--- src/rtl/i2c_slave_pkg.sv ---
// i2c_slave_pkg
//   Shared types and constants for the I2C slave receive path.
//   - rx_ctrl_state_t : states of the receive sequencer
//   - GC_ADDR         : 7-bit general-call address
//   - addr_hit()      : address-phase match (own address or enabled general call)
package i2c_slave_pkg;

  typedef enum logic [3:0] {
    IDLE      = 4'd0,
    ADDR_RX   = 4'd1,
    ADDR_CHK  = 4'd2,
    DATA_RX   = 4'd3,
    DATA_CHK  = 4'd4,
    ACK_SETUP = 4'd5,
    ACK_DRIVE = 4'd6,
    TX_HAND   = 4'd7,
    IGNORE    = 4'd8
  } rx_ctrl_state_t;

  localparam logic [6:0] GC_ADDR = 7'h00;

  // General call is a write-only address, so the full byte (R/W = 0) must match.
  function automatic logic addr_hit(input logic [7:0] rx_byte,
                                    input logic [6:0] own_addr,
                                    input logic       gc_en);
    return (rx_byte[7:1] == own_addr) || (gc_en && (rx_byte == {GC_ADDR, 1'b0}));
  endfunction

endpackage

--- src/rtl/i2c_slave_rx_ctrl_flex_counter.sv ---
// flex_counter
//   Bit counter for the receive sequencer. Counts on count_enable, wraps back
//   to 1 after reaching rollover_val, synchronous clear has priority.
//   Ports:
//     clk, n_rst    : clock, asynchronous active-low reset
//     clear         : synchronous clear to 0
//     count_enable  : increment request
//     rollover_val  : terminal count
//     count_out     : current count
module flex_counter #(
  parameter int NUM_CNT_BITS = 4
) (
  input  logic                    clk,
  input  logic                    n_rst,
  input  logic                    clear,
  input  logic                    count_enable,
  input  logic [NUM_CNT_BITS-1:0] rollover_val,
  output logic [NUM_CNT_BITS-1:0] count_out
);

  logic [NUM_CNT_BITS-1:0] count_r;

  // Count register: clear first, then increment with wrap at rollover_val.
  always_ff @(posedge clk or negedge n_rst) begin
    if (!n_rst) begin
      count_r <= '0;
    end else if (clear) begin
      count_r <= '0;
    end else if (count_enable) begin
      if (count_r >= rollover_val) begin
        count_r <= NUM_CNT_BITS'(1);
      end else begin
        count_r <= count_r + NUM_CNT_BITS'(1);
      end
    end else begin
      count_r <= count_r;
    end
  end

  assign count_out = count_r;

endmodule

--- src/rtl/i2c_slave_rx_ctrl.sv ---
// i2c_slave_rx_ctrl
//   Sequencer for the I2C slave receive path: gates the RX shift register,
//   counts bits, checks the address, drives ACK/NACK in the 9th clock, pushes
//   received bytes to the RX FIFO and hands read transfers to the TX path.
//   Ports:
//     clk, n_rst                 : clock, asynchronous active-low reset
//     start_found, stop_found    : 1-cycle START / STOP pulses
//     rising_edge, falling_edge  : 1-cycle synchronised SCL edge pulses
//     rx_data[7:0]               : RX shift register contents (MSB first)
//     slave_addr[6:0]            : configured slave address
//     fifo_full                  : RX FIFO full
//     rx_enable                  : shift register enable (ANDed with rising_edge there)
//     sda_drive_low              : 1 = pull SDA low (ACK)
//     fifo_wr, fifo_wdata[7:0]   : RX FIFO write strobe and data
//     addr_match                 : 1-cycle pulse on accepted address
//     rw_mode                    : R/W bit of the accepted address, held until IDLE
//     tx_active                  : read transfer owned by the TX path
//     rx_overflow                : 1-cycle pulse, byte dropped on full FIFO
//     busy                       : state != IDLE
module i2c_slave_rx_ctrl
  import i2c_slave_pkg::*;
#(
  parameter int GC_EN     = 0,
  parameter int BYTE_BITS = 8
) (
  input  logic       clk,
  input  logic       n_rst,
  input  logic       start_found,
  input  logic       stop_found,
  input  logic       rising_edge,
  input  logic       falling_edge,
  input  logic [7:0] rx_data,
  input  logic [6:0] slave_addr,
  input  logic       fifo_full,
  output logic       rx_enable,
  output logic       sda_drive_low,
  output logic       fifo_wr,
  output logic [7:0] fifo_wdata,
  output logic       addr_match,
  output logic       rw_mode,
  output logic       tx_active,
  output logic       rx_overflow,
  output logic       busy
);

  localparam logic [3:0] ROLLOVER_VAL = 4'(BYTE_BITS);
  localparam logic [3:0] LAST_BIT     = 4'(BYTE_BITS - 1);

  rx_ctrl_state_t state_r;
  rx_ctrl_state_t fsm_nxt_s;
  rx_ctrl_state_t state_nxt_s;
  logic [3:0]     bit_cnt_s;
  logic           cnt_clear_s;
  logic           cnt_en_s;
  logic           byte_done_s;
  logic           ack_val_r;
  logic           rw_mode_r;

  // Bit counter; restarted on every START and at the start of each data byte.
  assign cnt_en_s    = rising_edge & rx_enable;
  assign cnt_clear_s = start_found | ((state_r == ACK_DRIVE) && (state_nxt_s == DATA_RX));
  // The edge that completes the byte is the one seen while the count is at BYTE_BITS-1.
  assign byte_done_s = cnt_en_s && (bit_cnt_s == LAST_BIT);

  flex_counter #(
    .NUM_CNT_BITS (4)
  ) u_bit_cnt (
    .clk          (clk),
    .n_rst        (n_rst),
    .clear        (cnt_clear_s),
    .count_enable (cnt_en_s),
    .rollover_val (ROLLOVER_VAL),
    .count_out    (bit_cnt_s)
  );

  // State register.
  always_ff @(posedge clk or negedge n_rst) begin
    if (!n_rst) begin
      state_r <= IDLE;
    end else begin
      state_r <= state_nxt_s;
    end
  end

  // ACK value is decided in the check states and consumed in ACK_DRIVE.
  always_ff @(posedge clk or negedge n_rst) begin
    if (!n_rst) begin
      ack_val_r <= 1'b0;
    end else if (state_r == ADDR_CHK) begin
      ack_val_r <= 1'b1;
    end else if (state_r == DATA_CHK) begin
      ack_val_r <= ~fifo_full;
    end else begin
      ack_val_r <= ack_val_r;
    end
  end

  // R/W bit of the accepted address; cleared when the bus returns to IDLE.
  always_ff @(posedge clk or negedge n_rst) begin
    if (!n_rst) begin
      rw_mode_r <= 1'b0;
    end else if (stop_found) begin
      rw_mode_r <= 1'b0;
    end else if (addr_match) begin
      rw_mode_r <= rx_data[0];
    end else begin
      rw_mode_r <= rw_mode_r;
    end
  end

  assign rw_mode = rw_mode_r;

  // Next-state and Moore/Mealy outputs; STOP, then START, override the per-state decision.
  always_comb begin
    fsm_nxt_s     = state_r;
    rx_enable     = 1'b0;
    sda_drive_low = 1'b0;
    fifo_wr       = 1'b0;
    fifo_wdata    = 8'h00;
    addr_match    = 1'b0;
    tx_active     = 1'b0;
    rx_overflow   = 1'b0;
    busy          = (state_r != IDLE);
    case (state_r)
      IDLE: begin
        fsm_nxt_s = IDLE;
      end
      ADDR_RX: begin
        rx_enable = 1'b1;
        if (byte_done_s) begin
          fsm_nxt_s = ADDR_CHK;
        end else begin
          fsm_nxt_s = ADDR_RX;
        end
      end
      ADDR_CHK: begin
        if (addr_hit(rx_data, slave_addr, (GC_EN != 0))) begin
          addr_match = 1'b1;
          fsm_nxt_s  = ACK_SETUP;
        end else begin
          fsm_nxt_s  = IGNORE;
        end
      end
      DATA_RX: begin
        rx_enable = 1'b1;
        if (byte_done_s) begin
          fsm_nxt_s = DATA_CHK;
        end else begin
          fsm_nxt_s = DATA_RX;
        end
      end
      DATA_CHK: begin
        if (!fifo_full) begin
          fifo_wr    = 1'b1;
          fifo_wdata = rx_data;
        end else begin
          rx_overflow = 1'b1;
        end
        fsm_nxt_s = ACK_SETUP;
      end
      ACK_SETUP: begin
        // SDA may only change while SCL is low.
        if (falling_edge) begin
          fsm_nxt_s = ACK_DRIVE;
        end else begin
          fsm_nxt_s = ACK_SETUP;
        end
      end
      ACK_DRIVE: begin
        sda_drive_low = ack_val_r;
        if (falling_edge) begin
          if (!ack_val_r) begin
            fsm_nxt_s = IGNORE;
          end else if (rw_mode_r) begin
            // rw_mode can only be 1 after an address phase; reads never reach DATA_RX.
            fsm_nxt_s = TX_HAND;
          end else begin
            fsm_nxt_s = DATA_RX;
          end
        end else begin
          fsm_nxt_s = ACK_DRIVE;
        end
      end
      TX_HAND: begin
        tx_active = 1'b1;
        fsm_nxt_s = TX_HAND;
      end
      IGNORE: begin
        fsm_nxt_s = IGNORE;
      end
      default: begin
        fsm_nxt_s = IDLE;
      end
    endcase
    state_nxt_s = stop_found  ? IDLE    :
                  start_found ? ADDR_RX : fsm_nxt_s;
  end

endmodule
--- config.mk ---
export PLATFORM = sky130hd
export DESIGN_NAME = i2c_slave_rx_ctrl
export DESIGN_NICKNAME = d
export VERILOG_FILES = /design/src/rtl/i2c_slave_pkg.sv /design/src/rtl/i2c_slave_rx_ctrl_flex_counter.sv /design/src/rtl/i2c_slave_rx_ctrl.sv
export SDC_FILE = /design/constraint.sdc
export NUM_CORES = 1
export LEC_CHECK = 0
export BUFFER_PORTS_ARGS = -buffer_cell sky130_fd_sc_hd__buf_2
export CAP_MARGIN = 20
export CORE_UTILIZATION = 46
export DETAILED_ROUTE_END_ITERATION = 6
export GPL_ROUTABILITY_DRIVEN = 0
export GPL_TIMING_DRIVEN = 0
export HOLD_SLACK_MARGIN = 0.12
export PLACE_DENSITY = 0.89
export SETUP_SLACK_MARGIN = 0.1
export SLEW_MARGIN = 30
export SYNTH_ARGS = -nofsm -noshare
export SYNTH_HDL_FRONTEND = slang
export SYNTH_SLANG_ARGS = --single-unit
export TNS_END_PERCENT = 10
--- constraint.sdc ---
create_clock -name clk -period 2 [get_ports clk]
set_input_delay 0.2 -clock clk [delete_from_list [all_inputs] [get_ports clk]]
set_output_delay 0.2 -clock clk [all_outputs]
set_load 0.05 [all_outputs]
# Yosys cells after proc, flatten, opt, wreduce, memory -nomap -nowiden
# Cells that the tools add are included.
# classes
n_addsub	1
order_cmp	1
n_eq_ne	11
n_mux	28
n_reduce_logical	7
n_bitwise	3
# op_table
operator	count
$mux 4	8
$pmux 4 s8	1
$eq 4x3->1 const B	5
$mux 8	2
$mux 1	13
$eq 4x2->1 const B	3
$eq 7x7->1	1
$mux 3	2
$reduce_bool 2->1	3
$add 4x1->4 const B	1
$eq 4x1->1 const B	1
$eq 4x4->1 const B	1
$ge 4x4->1 const B	1
$mux 2	2
$reduce_bool 4->1	1
$logic_and 1x1->1	2
$reduce_or 2->1	1
$and 1x1->1	1
$not 1->1	1
$or 1x1->1	1
# word_totals
inputBits	22
word_cells	55
output_inout_bits	16
reg_bits	10

# Logic depth before layout (Yosys ltp)
# Gate-level depths: netlist (run 1).
# logic_depth
word_depth	13
ltp_mapped	7

# Modules after synthesis
# From an unflattened synthesis (run 1), not the netlist that was laid out.
# unflattened
cells_unflattened	121
area_unflattened_um2	1022.2
# modules_own_cells
module	cells_per_inst	area_per_inst_um2	seq_area_each_um2	instances
i2c_slave_rx_ctrl	87	688.2	150.1	1
flex_counter	34	334.1	100.1	1

# Worst setup path after synthesis (run 1)
# Ideal clock, no wire load.
# synth_path
kind	register to output
start	reg state_r[1]
end	out fifo_wdata[0]
path_buffers	1
path_slack_ns	-0.360
t_required_ns	1.800
t_arrival_ns	2.160
path_stages_with_launch	6
cell_sequence	dfrtp_1 clkbuf_1 nor2_1 nand2_1 nor2_1 and2_1
# synth_between
elab_chain_cells	2
# synth_rtl
element	line	source
start: declaration	i2c_slave_rx_ctrl.sv:49	rx_ctrl_state_t state_r;
start signal: assignment	i2c_slave_rx_ctrl.sv:81	state_r <= state_nxt_s;
$eq 4x3->1	i2c_slave_rx_ctrl.sv:124	case (state_r)
$mux 8	i2c_slave_rx_ctrl.sv:124	
end: declaration	i2c_slave_rx_ctrl.sv:38	output logic [7:0] fifo_wdata,
# No other way between the ends.

# Final worst setup path (run 1)
# layout_path
start	reg state_r[0]
end	out fifo_wdata[4]
# The elaborated chain is that of the path after synthesis.

==> metrics.yaml, run 1 <==
synth_fa_ha_area_share_pct: 2.89
setup_tns_ns: 0
drtPass1Iterations: 5
ys_types: 39
final_common_cell: "buf_2"
hold_viol: 0
ys.flop_type: "dfrtp_1"
floorplan.initialDensity_pct: 49.7
cts_sinks: 10
syn_area_um2: 867
drc_errors: 0
syn_avg_cell_area_um2: 8.42
htreeDepth: 1
max_cap_viol_count: 0
cts_tree: "done"
final_cell_mix: "29 x buf_2, 12 x nor2_1, 8 x and2_1"
worst_path_most_repeated_cell: "nor2_4"
vias: 980
cp_cell_sequence: "clkbuf_4, nor2_4, nand2_2, nor2_4, and2_1, buf_4"
die-area_um2: 2060
critPathTopFamily: "simple AND/OR/NAND/NOR gates"
whs_ns: 0.131
grt_pass1_wl_um: 3690
setup_slack_ns: 0.142
dp_hpwl_um: 1670
grt_overflow: 0
drtIter0Drc: 27
nets: 172
setup.worst_path.class: "register to output pin"
cts-root-buf: "clkbuf_4"
grt.total_usage_pct: 24.6
hp-class: "primary input to register"
leakagePower_nw: 0.551
min_period_ns: 1.86
synth_top_family_by_area: "simple AND/OR/NAND/NOR gates"
drv_slew: 0
rows: 15
endpoint_kind: "output pin"
critPathMaxFanout: 10
grt_pass1_vias: 890
path_clk_slew_ns: 0.08
max_freq_ghz: 0.538
drt_wl_total_um: 2290
worstPathRequired_ns: 1.80
yosysSeqAreaShare_pct: 28.9
yosysWarnings: 0
setup_viol: 0
cpMaxStageDelayCell: "dfrtp_2"
ioPinCount: 38
antenna_found_initial: 0
die_w_um: 45.4
cts_buffer_depth: 2
ys_async_sr_fraction_pct: 100
relSlewSlack_pct: 74.1
viasPerCell: 5.70
cp-start-kind: "register"
die_height_um: 45.4
synth_compound_area_share_pct: 13.4
total_power_mw: 0.494
clock_skew_ns: 0.0106
timing.final.crit_share_pct: 92.9
place_ws_ns: 0.243
arrival_ns: 1.66
ir_worst_vdd_uv: 308
status: "finished, final reports clean"
fill_cells: 139
port_buffers: 37
fin_util_pct: 69.3
synth.mux.area_fraction_pct: 2.31
drive_gt1_share_pct: 40.1
rsz0062_at_grt: "yes"
worst_slew_pin_slew_ns: 0.388
power_density_nw_per_um2: 409
avgRoutedWirePerCell_um: 13.3
synth-simple-area-share_pct: 40.4
area_growth_pct: 39.5
core_area_um2: 1750
cts_made_buffers: 3
antennaDiodeCount: 0
grt_max_degree: 11
insertion_delay_ns: 0.27
synth-seq-cells: 10
critical_path_buf_inv_count: 2
drtAntennaViolNets: 0
synth-xor-area-share_pct: 7.07
syn-num-nets: 127
max_stage_delay_ns: 0.45
synth_edf_count: 0
syn_inst: 103
[sequential cells by signal, summed over array words and instances (netlist names)]
name	count
state_r	4
u_bit_cnt.count_out	4
ack_val_r	1
rw_mode	1
[where the power goes]
group | switching (mW) | internal (mW)
clock | 0.0783 | 0.110
combinational | 0.0568 | 0.0390
sequential | 0.00415 | 0.206
total | 0.139 | 0.355
[per-stage QoR]
stage	instances	cell area, um^2
after CTS	170	1170
after global placement	165	1090
after global routing	172	1210
after detailed placement	165	1090
after floorplan	103	875
final	172	1210
[cell families (layout without fill, tap and decap cells)]
| kind of cell | Yosys count | count (layout) |
|---|---|---|
| AND/OR/NAND/NOR | 57 | 58 |
| AO/OA/AOI/OAI | 16 | 16 |
| flip-flops | 10 | 10 |
| buffers and inverters | 9 | 52 |
| XOR/XNOR | 7 | 7 |
| adder cells (fa/ha/maj) | 2 | 2 |
| multiplexers | 2 | 2 |
[per-layer routing]
metal	vias up	routed length (um)	global-route usage (%)	share of wire [%]
met5	-	0	0	0
met4	0	36	7.27	1.6
met3	8	181	5.95	7.9
met2	59	1150	44.3	50
met1	454	923	28.5	40
li1	459	-	-	-
[Yosys cell counts (2+ instances only)]
| master | instances | area share (%) |
|---|---|---|
| a21oi_1 | 4 | 2.3 |
| a31oi_1 | 2 | 1.4 |
| and2_1 | 8 | 5.8 |
| and3_1 | 5 | 3.6 |
| buf_2 | 2 | 1.2 |
| dfrtp_1 | 10 | 29 |
| ha_1 | 2 | 2.9 |
| inv_1 | 4 | 1.7 |
| mux2i_1 | 2 | 2.3 |
| nand2_1 | 7 | 3.0 |
| nand3_1 | 2 | 1.2 |
| nand4b_1 | 3 | 3.0 |
| nor2_1 | 14 | 6.1 |
| nor3_1 | 5 | 2.9 |
| nor3b_1 | 3 | 2.6 |
| o31ai_1 | 2 | 1.7 |
| xor2_1 | 6 | 6.1 |
[worst paths after layout]
check                      slack, ns                   start                endpoint  cells past startpoint
max                             0.14              state_r[0]           fifo_wdata[4]                      6
min                             0.13              stop_found              state_r[0]                      2
max reg2reg                     0.23  u_bit_cnt.count_out[0]  u_bit_cnt.count_out[3]                      6
min reg2reg                     0.56              state_r[3]              state_r[1]                      1
max in group asynchronous       1.46                   n_rst              state_r[3]                      2
min in group asynchronous       0.32                   n_rst              state_r[2]                      2
[area by class of cell]
type | instances | area (um^2) | area share (%)
multi-input combinational | 85 | 602 | 49.7
buffer | 5 | 35.0 | 2.90
tap | 25 | 31.3 | 2.59
clock buffer | 4 | 36.3 | 3.00
sequential | 10 | 254 | 21.0
inverter | 4 | 15.0 | 1.24
timing repair buffer | 39 | 236 | 19.5
[repair_timing]
action	CTS	global route
hold buffers	1	0
pin swaps	0	1
gates cloned	0	1
buffers inserted	0	1
gates resized for setup	12	11
endpoints found under the setup margin	9	10
endpoints found under the hold margin	10	0
Note: power is estimated with default switching activity, not from simulation.
==> run 2, diff against run 1 <==
- CORE_MARGIN: not set -> 2
==> run 2 against run 1 <==
  * Total power hardly changed
  * Design area down 0.31%
  * Fmax rose by 0.79%
  * Final cell count stayed put
  * Clock-buffer cell count unchanged
  * Routed wire length barely moved
  * Sequential power about the same
  * Via count fell by 0.71%
  * Setup slack improved by 0.015 ns
  * Utilization is 0.22 points lower
  * Die area increased by 9.0%
  * Sequential cell count did not move
  * Critical endpoint is now addr_match
  * Largest power group unchanged
==> metrics.yaml, run 2 (synthesis gave the netlist of run 1 again) <==
power_density_nw_per_um2: 410
avgRoutedWirePerCell_um: 13.3
drtIter0Drc: 29
antennaDiodeCount: 0
arrival_ns: 1.64
fin_cells: 172
p_seq_share_pct: 42.5
switching_share_pct: 28.3
insertion_delay_ns: 0.28
vias: 973
setup_tns_ns: 0
endpoint_kind: "output pin"
setup_viol: 0
nets: 172
relSlewSlack_pct: 71.7
ir_worst_vdd_uv: 223
grt_max_degree: 11
core_area_um2: 1750
cts_sinks: 10
fill_cells: 141
ioPinCount: 38
die_w_um: 47.4
final_common_cell: "buf_2"
die_height_um: 47.4
cts-root-buf: "clkbuf_4"
dp_hpwl_um: 1750
leakagePower_nw: 0.552
grt.total_usage_pct: 22.0
rows: 15
timing.final.crit_share_pct: 92.2
rsz0062_at_grt: "yes"
clock_skew_ns: 0.00588
grt_overflow: 0
hp-class: "primary input to register"
drc_errors: 0
final_cell_mix: "30 x buf_2, 12 x nor2_1, 8 x and2_1, 8 x dfrtp_1"
worst_slew_pin_slew_ns: 0.425
drtPass1Iterations: 4
setup_slack_ns: 0.156
critPathMaxFanout: 6
htreeDepth: 1
max_freq_ghz: 0.542
worstPathRequired_ns: 1.80
port_buffers: 37
placed_cells: 165
hold_viol: 0
drive_gt1_share_pct: 39.5
place_ws_ns: 0.245
drt_wl_total_um: 2300
intPower_mw: 0.355
path_clk_slew_ns: 0.07
setup.worst_path.class: "register to output pin"
cts_buffer_depth: 2
fin_util_pct: 69.1
status: "finished, final reports clean"
antenna_found_initial: 0
grt_pass1_vias: 857
die-area_um2: 2250
p_sw_mw: 0.140
drtAntennaViolNets: 0
whs_ns: 0.130
drv_slew: 0
max_cap_viol_count: 0
viasPerCell: 5.66
floorplan.initialDensity_pct: 49.7
cts_made_buffers: 3
cp-start-kind: "register"
power_frac_comb_pct: 19.0
clockPowerShare_pct: 38.5
cts_tree: "done"
grt_pass1_wl_um: 3540
min_period_ns: 1.84
area_growth_pct: 39.1
run 2: path summary, 6_finish.rpt:
| check | from | end | slack, ns | depth (start not counted) |
|---|---|---|---|---|
| min reg2reg | rw_mode | rw_mode | 0.57 | 2 |
| max in group asynchronous | n_rst | state_r[0] | 1.48 | 2 |
| min in group asynchronous | n_rst | state_r[1] | 0.31 | 2 |
| max reg2reg | state_r[3] | u_bit_cnt.count_out[3] | 0.23 | 5 |
| max | state_r[3] | addr_match | 0.16 | 5 |
| min | stop_found | state_r[0] | 0.13 | 2 |
run 2: metal layers:
layer  GRT usage [%]  routed length, um
met5               0                  0
met4            6.67                 42
met3            3.40                220
met2            39.7               1150
met1            26.6                878
run 2: what timing repair did:
| action | 4_1_cts | 5_1_grt |
|---|---|---|
| endpoints found under the hold margin | 10 | 0 |
| pin swaps | 2 | 0 |
| cloned | 1 | 0 |
| setup endpoints to repair | 9 | 10 |
| hold buffers | 1 | 0 |
| buffers inserted | 1 | 0 |
| gates resized for setup | 11 | 9 |
run 2: power by group through the flow:
stage	logic (mW)	registers (mW)	clock network, mW
after floorplan	0.0486	0.212	0
after global placement	0.0863	0.213	0
after detailed placement	0.0900	0.214	0
after CTS	0.0926	0.210	0.189
after global routing	0.103	0.210	0.195
final	0.0939	0.210	0.190
run 2: per-stage QoR:
step | power [mW] | instance area [um^2]
finish | 0.494 | 1210
global route | 0.508 | 1210
CTS | 0.491 | 1180
detailed placement | 0.304 | 1090
global placement | 0.300 | 1090
floorplan | 0.261 | 875
run 2: final cells by class:
class / count / area (um^2) / share of cell area (%)
Clock buffer: 4 / 36.3 / 3.01
Inverter: 4 / 15.0 / 1.24
Tap cell: 25 / 31.3 / 2.59
Sequential cell: 10 / 253 / 21.0
Multi-Input combinational cell: 85 / 602 / 49.9
Buffer: 5 / 32.5 / 2.70
Timing Repair Buffer: 39 / 236 / 19.6
run 2: worst max-delay path, stage by stage, from the launching register on:
cell      delay, ns
dfrtp_2        0.47
nor2_2         0.15
and3_1         0.18
and4_4         0.22
buf_6          0.12
clkbuf_4       0.23
==> run 3, diff against run 2 <==
- CORE_UTILIZATION: 46 -> 50
- PLACE_DENSITY: 0.89 -> 0.95
- clock period: 2 -> 2.23 ns (I/O delays scaled with it)
==> run 3 against run 2 <==
  * Hold slack better by 0.028 ns
  * Sequential share of layout area is 1.2 points higher
  * Sequential cell count stayed put
  * Clock-buffer cell count stayed put
  * First-iteration DRC count stayed put
==> metrics.yaml, run 3 (synthesis gave the netlist of run 1 again) <==
status: "finished, final reports clean"
cts-root-buf: "clkbuf_4"
cpMaxStageDelayCell: "dfrtp_1"
cts_made_buffers: 3
viasPerCell: 5.70
insertion_delay_ns: 0.27
die_w_um: 45.6
final_cell_area_um2: 1130
hp-class: "primary input to register"
antenna_found_initial: 0
fin_cells: 162
setup.worst_path.class: "register to output pin"
max_stage_delay_ns: 0.44
port_buffers: 37
die-area_um2: 2080
final_common_cell: "buf_2"
die_height_um: 45.6
vias: 923
core_area_um2: 1670
cts_sinks: 10
power_density_nw_per_um2: 381
grt_pass1_vias: 786
crit_cells: 6
setup_tns_ns: 0
grt_max_degree: 11
drt_wl_total_um: 2150
power_frac_comb_pct: 19.1
timing.final.crit_share_pct: 88.5
grt.total_usage_pct: 21.4
critPathTopFamily: "simple AND/OR/NAND/NOR gates"
cts_buffer_depth: 2
arrival_ns: 1.75
clock_skew_ns: 0.00300
cts_tree: "done"
rsz0062_at_grt: "no"
area_growth_pct: 30.4
grt_pass1_wl_um: 3280
rr_worst_depth: 6
hold_viol: 0
avgRoutedWirePerCell_um: 13.3
path_clk_slew_ns: 0.06
grt_overflow: 0
cp_cell_sequence: "clkbuf_2, nor2_2, nand2_1, nor2_4, and2_1, buf_2"
ir_worst_vdd_uv: 344
final_cell_mix: "39 x buf_2, 12 x nor2_1, 10 x dfrtp_1"
whs_ns: 0.158
dp_hpwl_um: 1720
placed_cells: 157
relSlewSlack_pct: 75.1
clockPowerShare_pct: 37.3
cts_setup_buffers: 0
cp-start-kind: "register"
worstPathRequired_ns: 2.01
setup_viol: 0
min_period_ns: 1.97
antennaDiodeCount: 0
critical_path_buf_inv_count: 2
floorplan.initialDensity_pct: 51.9
p_seq_share_pct: 43.6
leakagePower_nw: 0.545
drive_gt1_share_pct: 36.6
drtAntennaViolNets: 0
max_cap_viol_count: 0
drtIter0Drc: 29
nets: 170
intPower_mw: 0.317
min_path_cells: 2
max_freq_ghz: 0.506
drc_errors: 0
endpoint_kind: "output pin"
drv_slew: 0
switching_share_pct: 26.3
htreeDepth: 1
ioPinCount: 38
critPathMaxFanout: 10
worst_slew_pin_slew_ns: 0.373
p_sw_mw: 0.113
rows: 15
drtPass1Iterations: 4
dpl-instance-area_um2: 1080
run 3: cell count changes in the layout (fill, tap and decap cells not counted), sizes merged:
cell    before  now
clkbuf       6    5
nor2        16   15
run 3: power groups by stage:
stage | logic, mW | clock network (mW) | registers, mW
after floorplan | 0.0436 | 0 | 0.190
after global placement | 0.0774 | 0 | 0.191
after detailed placement | 0.0802 | 0 | 0.191
after CTS | 0.0821 | 0.164 | 0.188
after global routing | 0.0901 | 0.178 | 0.188
final | 0.0822 | 0.160 | 0.188
run 3: metrics by stage:
stage / power [mW] / worst slack [ns] / utilization [%]
6_report: 0.430 / 0.256 / 67.7
5_1_grt: 0.457 / 0.143 / 67.7
4_1_cts: 0.434 / 0.102 / 67.2
3_5_place_dp: 0.271 / 0.397 / 64.4
3_3_place_gp: 0.268 / 0.429 / 64.4
2_1_floorplan: 0.234 / 0.146 / -
run 3: layout make-up:
class	count	area, um^2
sequential	10	250
clock buffer	4	36.3
buffer	5	30.0
inverter	4	15.0
fill	133	539
multi-input combinational	84	583
timing repair buffer	38	195
tap	17	21.3
run 3: final timing paths:
path / start / slack [ns] / to
min: stop_found / 0.16 / state_r[0]
min reg2reg: rw_mode / 0.59 / rw_mode
max reg2reg: u_bit_cnt.count_out[1] / 0.44 / u_bit_cnt.count_out[3]
min in group asynchronous: n_rst / 0.34 / u_bit_cnt.count_out[0]
max: state_r[1] / 0.26 / fifo_wdata[7]
max in group asynchronous: n_rst / 1.71 / state_r[3]
run 3: repair_timing:
item,CTS,global route
endpoints found under the setup margin,0,9
gates resized for setup,0,4
hold buffers,1,0
hold endpoints to repair,10,0
run 3: per-layer routing:
metal / part of all wire (%) / global-route usage, %
met4: 0 / 0
met5: 0 / 0
met3: 9.1 / 6.75
met1: 42 / 29.3
met2: 49 / 34.9
